==> src/rtl/alu_mult_seq_if.sv <==
// Start/busy/done handshake and operand/result bus for the sequential multiplier.
interface alu_mult_seq_if;
   logic        start;
   logic [63:0] a;
   logic [63:0] b;
   logic        busy;
   logic        done;
   logic [63:0] product;
   logic        overflow;
   logic        zero;

   modport master (
      output start, a, b,
      input  busy, done, product, overflow, zero
   );

   modport slave (
      input  start, a, b,
      output busy, done, product, overflow, zero
   );
endinterface

==> src/rtl/alu_mult_seq.sv <==
// Unsigned 64x64 shift-and-add multiplier sequencing a single 64-bit ALU.
// Result is the low 64 bits of the product with an exact unsigned overflow flag.
module alu (
   input  logic [63:0] A,
   input  logic [63:0] B,
   input  logic [2:0]  cntrl,
   output logic [63:0] result,
   output logic        negative,
   output logic        zero,
   output logic        overflow,
   output logic        carry_out
);
   logic        is_sub;
   logic [63:0] bx;
   logic [64:0] sum;

   always_comb begin
      is_sub    = (cntrl == 3'b011);
      bx        = is_sub ? ~B : B;
      sum       = {1'b0, A} + {1'b0, bx} + {64'd0, is_sub};
      result    = '0;
      overflow  = 1'b0;
      carry_out = 1'b0;
      case (cntrl)
         3'b000: result = B;
         3'b010, 3'b011: begin
            result    = sum[63:0];
            carry_out = sum[64];
            overflow  = (A[63] == bx[63]) && (sum[63] != A[63]);
         end
         3'b100: result = A & B;
         3'b101: result = A | B;
         3'b110: result = A ^ B;
         default: result = '0;
      endcase
      negative = result[63];
      zero     = (result == '0);
   end
endmodule

module alu_mult_seq #(
   parameter logic [2:0]  ADD_CNTRL = 3'b010,
   parameter int unsigned ITERS     = 64
) (
   input  logic         clk,
   input  logic         reset,
   alu_mult_seq_if.slave bus
);
   typedef enum logic [1:0] {IDLE, RUN, DONE} state_t;

   localparam logic [6:0] LAST = 7'(ITERS - 1);

   state_t      state_q, state_d;
   logic [63:0] product_q;
   logic [63:0] mcand;
   logic [63:0] mplier;
   logic [6:0]  count;
   logic        lost;
   logic        overflow_q;

   logic [63:0] alu_result;
   logic        alu_carry;
   logic        alu_neg_unused;
   logic        alu_zero_unused;
   logic        alu_ovf_unused;

   alu u_alu (
      .A         (product_q),
      .B         (mcand),
      .cntrl     (ADD_CNTRL),
      .result    (alu_result),
      .negative  (alu_neg_unused),
      .zero      (alu_zero_unused),
      .overflow  (alu_ovf_unused),
      .carry_out (alu_carry)
   );

   always_ff @(posedge clk) begin
      if (!reset) state_q <= IDLE;
      else        state_q <= state_d;
   end

   always_comb begin
      state_d = state_q;
      case (state_q)
         IDLE:    if (bus.start) state_d = RUN;
         RUN:     if (count == LAST) state_d = DONE;
         DONE:    state_d = bus.start ? RUN : IDLE;
         default: state_d = IDLE;
      endcase
   end

   // Once a 1 has left the top of mcand, any later add of a set multiplier
   // bit means the true partial product no longer fits in 64 bits.
   always_ff @(posedge clk) begin
      if (!reset) begin
         product_q  <= '0;
         mcand      <= '0;
         mplier     <= '0;
         count      <= '0;
         lost       <= 1'b0;
         overflow_q <= 1'b0;
      end else begin
         case (state_q)
            IDLE, DONE: begin
               if (bus.start) begin
                  mcand      <= bus.a;
                  mplier     <= bus.b;
                  product_q  <= '0;
                  overflow_q <= 1'b0;
                  lost       <= 1'b0;
                  count      <= '0;
               end
            end
            RUN: begin
               if (mplier[0]) begin
                  product_q  <= alu_result;
                  overflow_q <= overflow_q | alu_carry | lost;
               end
               mcand  <= mcand << 1;
               lost   <= lost | mcand[63];
               mplier <= mplier >> 1;
               count  <= count + 7'd1;
            end
            default: ;
         endcase
      end
   end

   assign bus.busy     = (state_q == RUN);
   assign bus.done     = (state_q == DONE);
   assign bus.product  = product_q;
   assign bus.overflow = overflow_q;
   assign bus.zero     = (product_q == '0);
endmodule

==> src/flat_wrapper.sv <==
// flat-port wrapper written by rule: the top's interface ports become plain ports
module alu_mult_seq_flat 
#(
   parameter logic [2:0]  ADD_CNTRL = 3'b010,
   parameter int unsigned ITERS     = 64
)
  (clk, reset, bus_start, bus_a, bus_b, bus_busy, bus_done, bus_product, bus_overflow, bus_zero);
  alu_mult_seq_if bus_i ();
  input  logic clk;
  input  logic reset;
  input wire logic [$bits(bus_i.start)-1:0] bus_start;
  input wire logic [$bits(bus_i.a)-1:0] bus_a;
  input wire logic [$bits(bus_i.b)-1:0] bus_b;
  output wire logic [$bits(bus_i.busy)-1:0] bus_busy;
  output wire logic [$bits(bus_i.done)-1:0] bus_done;
  output wire logic [$bits(bus_i.product)-1:0] bus_product;
  output wire logic [$bits(bus_i.overflow)-1:0] bus_overflow;
  output wire logic [$bits(bus_i.zero)-1:0] bus_zero;
  assign bus_i.start = bus_start;
  assign bus_i.a = bus_a;
  assign bus_i.b = bus_b;
  assign bus_busy = bus_i.busy;
  assign bus_done = bus_i.done;
  assign bus_product = bus_i.product;
  assign bus_overflow = bus_i.overflow;
  assign bus_zero = bus_i.zero;
  alu_mult_seq #(.ADD_CNTRL(ADD_CNTRL), .ITERS(ITERS)) u_core (.clk(clk), .reset(reset), .bus(bus_i));
endmodule
==> config.mk <==
export PLATFORM = sky130hd
export DESIGN_NAME = alu_mult_seq_flat
export DESIGN_NICKNAME = d
export VERILOG_FILES = /design/src/rtl/alu_mult_seq_if.sv /design/src/rtl/alu_mult_seq.sv /design/src/flat_wrapper.sv
export SDC_FILE = /design/constraint.sdc
export NUM_CORES = 1
export LEC_CHECK = 0
export ABC_CLOCK_PERIOD_IN_PS = 4300
export CORE_ASPECT_RATIO = 0.5
export CORE_MARGIN = 2
export CORE_UTILIZATION = 50
export DETAILED_ROUTE_END_ITERATION = 12
export PLACE_DENSITY = 0.76
export SLEW_MARGIN = 5
export SYNTH_ARGS = -nofsm -noshare
export SYNTH_HDL_FRONTEND = slang
export SYNTH_SLANG_ARGS = --single-unit
export TNS_END_PERCENT = 30
==> constraint.sdc <==
create_clock -name clk -period 4.3 [get_ports clk]
set_input_delay 0.86 -clock clk [delete_from_list [all_inputs] [get_ports clk]]
set_output_delay 0.86 -clock clk [all_outputs]
set_load 0.1 [all_outputs]
==> reports/qor.txt <==
Post-Synthesis Cell Area - 0.01174 mm2
Die W - 220.7 um
Reg2Reg Depth - 12
outcome - finished, final reports clean
TritonCTS Buffers - 20
PortBufs - 198
crit path DAT - 2560 ps
Rows - 39
1st-iter DRT viols - 774
Synth-to-Final Area Change - 23.23%
PwrDens - 307.8 mW/mm2
drt first pass iters - 5
Tightest Pin Transition - 1106 ps
fin crit period - 3423 ps
DP Wirelength - 24220 um
total of max-cap violations - 0
final setup fails - 0
syn nets - 1639
Hold Slack - 463.9 ps
Finished Layout Cells - 1890
Critical Path Start Type - register
vias in the first global route - 10650
skew final - 13.65 ps
n_diodes - 0
register area share after synthesis - 0.3461
max-slew violations - 0
RSZ-0062 raised after global routing - false
Syn Inst Count - 1442
Ys Warns - 0
CTS clk-pin slew, worst paths - 60 ps
share of cells above drive strength 1 - 0.04232
Max-slew headroom - 0.2625
VDD IR-drop max - 0.0003040 V
CTS Root Cell - clkbuf_16
critical path class - register to primary output
Via density - 5.943
commonest non-fill, non-tap cells in the layout - nand2_1, dfxtp_1, clkdlybuf4s50_1
clock sinks - 203
LEAKAGE - 5.545 nW
commonest non-fill, non-tap cell in the layout - nand2_1
Hold Path Depth - 2
Layout Nets - 1767
initial antenna violation count - 0
Post-Syn Area per Cell - 8.143 um2
setup bufs post-CTS - 0
total grt overflow - 0
WL final - 33340 um
# DRC - 0
Worst EP required - 3440 ps
Initial Utilization - 0.5120
Final Hold Fails - 0
I/O Pins - 199
first-pass GRT wire length - 54030 um
Critical Path End Type - primary output
crit path max fanout - 4
Tcrit/Tclk final - 0.7960
Top FF cell, synth - dfxtp_1
Yosys reg bits - 203
number of synthesized flops with an enable pin - 0
clk_lat worst skew - 510 ps
H-tree Lvls - 1
setup tns final - 0 ps
final antenna-violating net count - 0
cts-stage hold buffer count - 0
post-detailed-route wirelength per cell - 17.64 um
Resized Gates After CTS - 0
setup slack, reg-to-reg - 950 ps
core area - 0.02293 mm2
die area - 0.02480 mm2
Bufs on Longest Clock Path - 3
Synth cell types - 62
via count - 11230
die height - 112.4 um
Worst Hold Class - register to register
gpl congestion - 0.9831
Tot Pwr - 0.004454 W
Placed Cells - 1855
largest net degree at the start of global routing - 105
highest clock rate - 0.2922 GHz
GR Util All Layers - 0.2648
Async S/R FF share, synth - 0
CTS tree - yes
layout make-up:
class | instances | area, um2
inverter | 11 | 41.29
timing repair buffer | 210 | 2079
clock buffer | 27 | 568.0
sequential | 203 | 4064
fill | 2016 | 8464
tap | 307 | 384.1
multi-input combinational | 1124 | 7266
clock inverter | 8 | 67.56
flip-flops by register name, summed over array words and instances, names as in the netlist:
signal	count
u_core.bus.overflow	1
u_core.bus.product	64
u_core.count	7
u_core.lost	1
u_core.mcand	64
u_core.mplier	64
u_core.state_q	2
routing by layer:
layer	up-vias	GRT usage	wire, um
li1	5536	-	-
met1	5307	0.3543	15000
met2	335	0.4356	15210
met3	54	0.05799	2390
met4	0	0.06356	751
met5	-	0	0
power by group:
part	leakage [nW]	internal (W)	total [W]	switching, W
Combinational	3.57	0.000283	0.000668	0.000385
Clock	0.316	0.000988	0.00175	0.000760
Sequential	1.66	0.00197	0.00204	0.0000674
critical path, cell delays in order (launching register included):
cell,delay (ps)
dfxtp_1,350
nor4_1,850
nand4_1,230
nor4_2,280
buf_4,340
Yosys cell counts (all sizes together), types with 6 or more instances:
cell type	count	share of area
nor4	20	0.012
o21ai	92	0.039
nor3	15	0.0064
xor2	34	0.025
nand3	33	0.014
a31oi	7	0.0043
a22oi	130	0.083
a21boi	140	0.090
nand4	29	0.016
o21bai	12	0.0080
a21oi	93	0.042
o211ai	6	0.0038
a21o	34	0.022
nor2b	11	0.0059
xnor2	26	0.019
nor2	42	0.013
and3	9	0.0048
buf	16	0.0062
and2	21	0.011
o21a	11	0.0070
inv	11	0.0035
clkbuf	88	0.028
nand2	237	0.076
dfxtp	203	0.35
ha	65	0.069
path summary, 6_finish.rpt:
path	to	startpoint
worst max-delay path	bus_zero	u_core.bus.product[41]
worst min-delay path	u_core.mplier[8]	u_core.mplier[8]
worst max register to register	u_core.bus.product[34]	u_core.bus.product[0]
worst min register to register	u_core.mplier[8]	u_core.mplier[8]
cells by family after synthesis:
logic type	after synthesis	synth area share
compound gates	556	0.3234
simple gates	441	0.1761
flops	203	0.3461
buf+inv	115	0.03783
fa+ha+maj	66	0.07096
xor+xnor	60	0.04475
mux	1	0.0008525
stage by stage:
step	area, um2	utilization	setup WS, ps
floorplan	11750	-	504.0
global placement	13830	0.6032	1218
detailed placement	13830	0.6032	1174
CTS	14470	0.6309	950.6
global route	14470	0.6309	790.2
finish	14470	0.6309	877.3
(Power assumes the default switching activity.)
